`src/rtl/sram_bus_arbiter_if.sv`:
```
// Bundle of the two requester ports and the shared memory port seen by the arbiter.
interface sram_bus_arbiter_if;
    logic        inst_req;
    logic [31:0] inst_addr;
    logic        inst_addr_ok;
    logic        inst_data_ok;
    logic [31:0] inst_rdata;

    logic        data_req;
    logic        data_wr;
    logic [1:0]  data_size;
    logic [31:0] data_addr;
    logic [31:0] data_wdata;
    logic        data_addr_ok;
    logic        data_data_ok;
    logic [31:0] data_rdata;

    logic        mem_req;
    logic        mem_wr;
    logic [1:0]  mem_size;
    logic [31:0] mem_addr;
    logic [31:0] mem_wdata;
    logic        mem_addr_ok;
    logic        mem_data_ok;
    logic [31:0] mem_rdata;

    modport slave (
        input  inst_req, inst_addr,
        input  data_req, data_wr, data_size, data_addr, data_wdata,
        input  mem_addr_ok, mem_data_ok, mem_rdata,
        output inst_addr_ok, inst_data_ok, inst_rdata,
        output data_addr_ok, data_data_ok, data_rdata,
        output mem_req, mem_wr, mem_size, mem_addr, mem_wdata
    );

    modport master (
        output inst_req, inst_addr,
        output data_req, data_wr, data_size, data_addr, data_wdata,
        output mem_addr_ok, mem_data_ok, mem_rdata,
        input  inst_addr_ok, inst_data_ok, inst_rdata,
        input  data_addr_ok, data_data_ok, data_rdata,
        input  mem_req, mem_wr, mem_size, mem_addr, mem_wdata
    );
endinterface

```
`src/rtl/sram_bus_arbiter.sv`:
```
// Shares one sram-like memory port between instruction fetch and data access,
// one outstanding transaction at a time.
module sram_bus_arbiter #(
    parameter int PRIO_MODE = 0
) (
    input logic               clk,
    input logic               reset,
    sram_bus_arbiter_if.slave bus
);
    typedef enum logic [1:0] {IDLE, REQ, RESP} state_t;

    state_t      state, state_nxt;
    logic        owner, last_owner;
    logic        wr_q;
    logic [1:0]  size_q;
    logic [31:0] addr_q, wdata_q;
    logic        grant_inst, grant_data, done;

    // Handshake strobes are gated by reset so an aborted transaction never completes.
    always_comb begin
        state_nxt  = state;
        grant_inst = 1'b0;
        grant_data = 1'b0;
        done       = 1'b0;
        case (state)
            IDLE: if (!reset) begin
                grant_data = bus.data_req &&
                             (!bus.inst_req || PRIO_MODE == 0 || !last_owner);
                grant_inst = bus.inst_req && !grant_data;
                if (grant_data || grant_inst) state_nxt = REQ;
            end
            REQ:  if (bus.mem_addr_ok) state_nxt = RESP;
            RESP: if (bus.mem_data_ok && !reset) begin
                done      = 1'b1;
                state_nxt = IDLE;
            end
            default: state_nxt = IDLE;
        endcase
    end

    always_ff @(posedge clk) begin
        if (reset) begin
            state      <= IDLE;
            owner      <= 1'b0;
            last_owner <= 1'b0;
            wr_q       <= 1'b0;
            size_q     <= 2'd0;
            addr_q     <= 32'd0;
            wdata_q    <= 32'd0;
        end else begin
            state <= state_nxt;
            if (grant_data) begin
                owner   <= 1'b1;
                wr_q    <= bus.data_wr;
                size_q  <= bus.data_size;
                addr_q  <= bus.data_addr;
                wdata_q <= bus.data_wdata;
            end else if (grant_inst) begin
                owner   <= 1'b0;
                wr_q    <= 1'b0;
                size_q  <= 2'd2;
                addr_q  <= bus.inst_addr;
                wdata_q <= 32'd0;
            end
            if (done) last_owner <= owner;
        end
    end

    assign bus.inst_addr_ok = grant_inst;
    assign bus.data_addr_ok = grant_data;
    assign bus.inst_data_ok = done && !owner;
    assign bus.data_data_ok = done && owner;
    assign bus.inst_rdata   = bus.mem_rdata;
    assign bus.data_rdata   = bus.mem_rdata;

    assign bus.mem_req   = (state == REQ) && !reset;
    assign bus.mem_wr    = wr_q;
    assign bus.mem_size  = size_q;
    assign bus.mem_addr  = addr_q;
    assign bus.mem_wdata = wdata_q;
endmodule

```
`src/flat_wrapper.sv`:
```
// flat-port wrapper written by rule: the top's interface ports become plain ports
module sram_bus_arbiter_flat 
#(
    parameter int PRIO_MODE = 0
)
  (clk, reset, bus_inst_req, bus_inst_addr, bus_data_req, bus_data_wr, bus_data_size, bus_data_addr, bus_data_wdata, bus_mem_addr_ok, bus_mem_data_ok, bus_mem_rdata, bus_inst_addr_ok, bus_inst_data_ok, bus_inst_rdata, bus_data_addr_ok, bus_data_data_ok, bus_data_rdata, bus_mem_req, bus_mem_wr, bus_mem_size, bus_mem_addr, bus_mem_wdata);
  sram_bus_arbiter_if bus_i ();
  input logic clk;
  input logic reset;
  input wire logic [$bits(bus_i.inst_req)-1:0] bus_inst_req;
  input wire logic [$bits(bus_i.inst_addr)-1:0] bus_inst_addr;
  input wire logic [$bits(bus_i.data_req)-1:0] bus_data_req;
  input wire logic [$bits(bus_i.data_wr)-1:0] bus_data_wr;
  input wire logic [$bits(bus_i.data_size)-1:0] bus_data_size;
  input wire logic [$bits(bus_i.data_addr)-1:0] bus_data_addr;
  input wire logic [$bits(bus_i.data_wdata)-1:0] bus_data_wdata;
  input wire logic [$bits(bus_i.mem_addr_ok)-1:0] bus_mem_addr_ok;
  input wire logic [$bits(bus_i.mem_data_ok)-1:0] bus_mem_data_ok;
  input wire logic [$bits(bus_i.mem_rdata)-1:0] bus_mem_rdata;
  output wire logic [$bits(bus_i.inst_addr_ok)-1:0] bus_inst_addr_ok;
  output wire logic [$bits(bus_i.inst_data_ok)-1:0] bus_inst_data_ok;
  output wire logic [$bits(bus_i.inst_rdata)-1:0] bus_inst_rdata;
  output wire logic [$bits(bus_i.data_addr_ok)-1:0] bus_data_addr_ok;
  output wire logic [$bits(bus_i.data_data_ok)-1:0] bus_data_data_ok;
  output wire logic [$bits(bus_i.data_rdata)-1:0] bus_data_rdata;
  output wire logic [$bits(bus_i.mem_req)-1:0] bus_mem_req;
  output wire logic [$bits(bus_i.mem_wr)-1:0] bus_mem_wr;
  output wire logic [$bits(bus_i.mem_size)-1:0] bus_mem_size;
  output wire logic [$bits(bus_i.mem_addr)-1:0] bus_mem_addr;
  output wire logic [$bits(bus_i.mem_wdata)-1:0] bus_mem_wdata;
  assign bus_i.inst_req = bus_inst_req;
  assign bus_i.inst_addr = bus_inst_addr;
  assign bus_i.data_req = bus_data_req;
  assign bus_i.data_wr = bus_data_wr;
  assign bus_i.data_size = bus_data_size;
  assign bus_i.data_addr = bus_data_addr;
  assign bus_i.data_wdata = bus_data_wdata;
  assign bus_i.mem_addr_ok = bus_mem_addr_ok;
  assign bus_i.mem_data_ok = bus_mem_data_ok;
  assign bus_i.mem_rdata = bus_mem_rdata;
  assign bus_inst_addr_ok = bus_i.inst_addr_ok;
  assign bus_inst_data_ok = bus_i.inst_data_ok;
  assign bus_inst_rdata = bus_i.inst_rdata;
  assign bus_data_addr_ok = bus_i.data_addr_ok;
  assign bus_data_data_ok = bus_i.data_data_ok;
  assign bus_data_rdata = bus_i.data_rdata;
  assign bus_mem_req = bus_i.mem_req;
  assign bus_mem_wr = bus_i.mem_wr;
  assign bus_mem_size = bus_i.mem_size;
  assign bus_mem_addr = bus_i.mem_addr;
  assign bus_mem_wdata = bus_i.mem_wdata;
  sram_bus_arbiter #(.PRIO_MODE(PRIO_MODE)) u_core (.clk(clk), .reset(reset), .bus(bus_i));
endmodule
```
`config.mk`:
```
export PLATFORM = sky130hd
export DESIGN_NAME = sram_bus_arbiter_flat
export DESIGN_NICKNAME = d
export VERILOG_FILES = /design/src/rtl/sram_bus_arbiter_if.sv /design/src/rtl/sram_bus_arbiter.sv /design/src/flat_wrapper.sv
export SDC_FILE = /design/constraint.sdc
export NUM_CORES = 1
export LEC_CHECK = 0
export ABC_AREA = 0
export BUFFER_PORTS_ARGS = -buffer_cell sky130_fd_sc_hd__buf_4
export CORE_MARGIN = 10
export CORE_UTILIZATION = 40
export DETAILED_ROUTE_END_ITERATION = 10
export GPL_TIMING_DRIVEN = 0
export PLACE_DENSITY = 0.8
export SYNTH_ARGS = -nofsm -noshare
export SYNTH_HDL_FRONTEND = slang
export SYNTH_SLANG_ARGS = --single-unit
```
`constraint.sdc`:
```
create_clock -name clk -period 1.8 [get_ports clk]
set_input_delay 0.18 -clock clk [delete_from_list [all_inputs] [get_ports clk]]
set_output_delay 0.18 -clock clk [all_outputs]
set_load 0.05 [all_outputs]
```
==> summary.txt <==
Logic synthesis
  • Distinct cells, synth: 29
  • Leading post-synthesis cells by cell area: dfxtp_1, buf_4, a22o_1, o22a_1, nor3b_1
  • Cell taking the most area after synthesis: dfxtp_1
  • Yosys reg bits: 70
  • Post-synthesis average cell area: 9.88 um^2
  • Synth Net Count: 484
  • Sequential fraction of the synthesis area: 40.9%
  • Syn Inst Count: 347
  • Mapped cell area: 0.00343 mm^2
  • Ys Warns: 0
  • Post-synth top area share: 40.9%

CTS
  • TritonCTS buffer count: 9
  • Clk buf depth: 2
  • Clk slew on worst S/H paths: 0.08 ns
  • Clock sink count: 70
  • H-tree depth: 3
  • CTS root buffer: clkbuf_8
  • Clk_lat worst skew: 0.34 ns
  • CTS tree: built
  • Post-CTS Hold Fix Bufs: 0

Detailed routing
  • ANT nets after route: 0
  • DR pass1 iterations: 4
  • Remaining DRCs: 0
  • Via density: 4.81
  • Drt wl/cell: 18.2 um
  • WL final: 13000 um
  • Number of DRC markers in iteration 0: 131
  • Via count: 3423

Place
  • Number of port buffers: 239
  • RePlAce Congestion: 0.812
  • Post-Place Cells: 691
  • Hpwl dp: 10900 um
  • Setup WS pre-CTS: 0.218 ns

Timing
  • Fmax: 0.585 GHz
  • Final setup vio count: 0
  • Post-route worst setup slack: 0.0894 ns
  • Unrepaired setup endpoints after global routing: no
  • Slew headroom: 67.6%
  • Clock Skew: 0.00570 ns
  • Fin. max-slew vios: 0
  • Fin crit share: 95.0%
  • Minimum clock period: 1.71 ns
  • Final Hold Vio Count: 0
  • Worst slew pin tran: 0.486 ns

Pwr
  • P_sw: 1830 uW
  • PD cells: 870 mW/mm^2
  • Clock Power Share: 25.8%
  • Flop pwr share: 36.2%
  • Static Leak: 0.00288 uW
  • Net Sw Frac: 37.4%
  • Power Internal: 3060 uW
  • Gate power share: 38.0%
  • Max VDD drop: 0.625 mV
  • Overall Power: 4890 uW

Min path
  • HP Class: primary input to flop
  • Hold Path Origin: bus_data_wdata[10]

Cells and area
  • NumNets Final: 738
  • Area delta synth->final: 63.9%
  • Ratio of cells with drive above 1 in the final layout: 58.1%
  • Commonest cells after routing, fill and taps aside: buf_4, dfxtp_1, a22o_1, o22a_1, nor3_1
  • Fill count: 683
  • N_diodes: 0
  • Final Non-Filler Cells: 711
  • Post-layout util: 67.7%
  • Commonest non-fill, non-tap cell in the layout: buf_4

Critical path
  • CP max FO: 5
  • Crit-path max cell delay: 0.43 ns
  • Setup crit end kind: output port
  • Worst R2R Start: u_core.state[1]
  • Crit. Startpoint: u_core.state[1]
  • CP Data Arrival Time: 1.53 ns
  • Crit-path cells: or3b_4, nor2_8, buf_8, buf_8
  • WS Path Type: flop to output port
  • CP required: 1.62 ns
  • Most common cell on crit path: buf_8
  • CP max-delay cell: or3b_4
  • CP startpoint kind: flop

Floorplanning
  • Die width: 113 um
  • Rows: 33
  • Die ar.: 0.0127 mm^2
  • Core box area: 0.00830 mm^2
  • Die Y: 113 um
  • Starting Density: 41.3%
  • Top Ports: 273

Global routing
  • Remaining Overflow, GRT: 0
  • Antenna violations before repair: 0
  • Global-route wire length before repair: 20000 um
  • Number of global-route vias before repair: 3607
  • Largest net degree at the start of global routing: 14
  • GRT Overall Usage: 19.3%

Job
  • Max Cap Violations: 0

Status
  • Outcome: complete, no violations
==> metrics by stage <==
step | hold slack, ns | setup TNS [ns] | cell area, um^2
6_report | 0.0476 | 0 | 5620
5_1_grt | 0.0305 | 0 | 5620
4_1_cts | 0.0317 | 0 | 5590
3_5_place_dp | 0.400 | 0 | 5380
3_3_place_gp | 0.399 | 0 | 5380
2_1_floorplan | 0.313 | -0.128 | 3460
==> layer usage <==
metal  share of wire [%]  GRT usage (%)  wire, um
met3                  13           11.8      1710
met4                0.70           4.48        91
met5                   0              0         0
met2                  50           33.1      6490
met1                  36           19.3      4670
==> cells in the mapped netlist (all sizes together) <==
library cell  count
nor4              1
and3b             1
o22a             33
a21oi             3
dfxtp            70
or3b              1
nand2             1
nor2              7
inv               2
buf              83
a21bo             1
clkbuf            9
nor3b            31
o211a             1
a221oi            1
and2              1
nor4b             1
nor2b            31
nor3             32
a22o             34
or2               1
nor4bb            1
nand2b            1
==> flip-flops by register name (all words and copies together) (netlist names) <==
signal	flops
u_core.bus.mem_wdata	32
u_core.bus.mem_addr	32
u_core.state	2
u_core.owner	1
u_core.bus.mem_wr	1
u_core.bus.mem_size	2
==> area by class of cell <==
class	count	area [um^2]	share of cell area (%)
Timing Repair Buffer	243	1830	32.6
Sequential cell	70	1400	25.0
Multi-Input combinational cell	183	1360	24.3
Buffer	92	687	12.2
Tap cell	105	131	2.34
Clock buffer	9	124	2.20
Clock inverter	7	72.6	1.29
Inverter	2	7.51	0.134
==> cell families after synthesis <==
group	count (synthesis)	share of synthesized area, %
compound gates	73	18.5
buf+inv	94	20.1
simple gates	110	20.5
flops	70	40.9
==> power by group through the flow <==
stage          sequential [uW]  clock (uW)  combinational, uW
5_1_grt                   1780        1360               1950
3_3_place_gp              1800           0               1840
6_report                  1770        1260               1860
2_1_floorplan             2260           0                766
3_5_place_dp              1800           0               1860
4_1_cts                   1770        1300               1870
==> critical path: cells and delay by family (launching register included) <==
family        cells  cell delay, ns
simple gates      2            0.57
buf+inv           2            0.26
flops             1            0.35
==> path summary, 6_finish.rpt <==
check                             end  slack, ns  cells after the start
max                  bus_data_addr_ok       0.09                      4
min          u_core.bus.mem_wdata[10]       0.05                      2
max reg2reg   u_core.bus.mem_addr[14]       0.32                      4
min reg2reg  u_core.bus.mem_wdata[29]       0.48                      1
==> repair_timing <==
| action | CTS | global route |
|---|---|---|
| resized for setup | 2 | 2 |
| setup buffers | 1 | 3 |
| pin swaps | 1 | 1 |
| setup endpoints to repair | 1 | 1 |
| cloned | 0 | 0 |
Power figures use the tool's default switching activity.
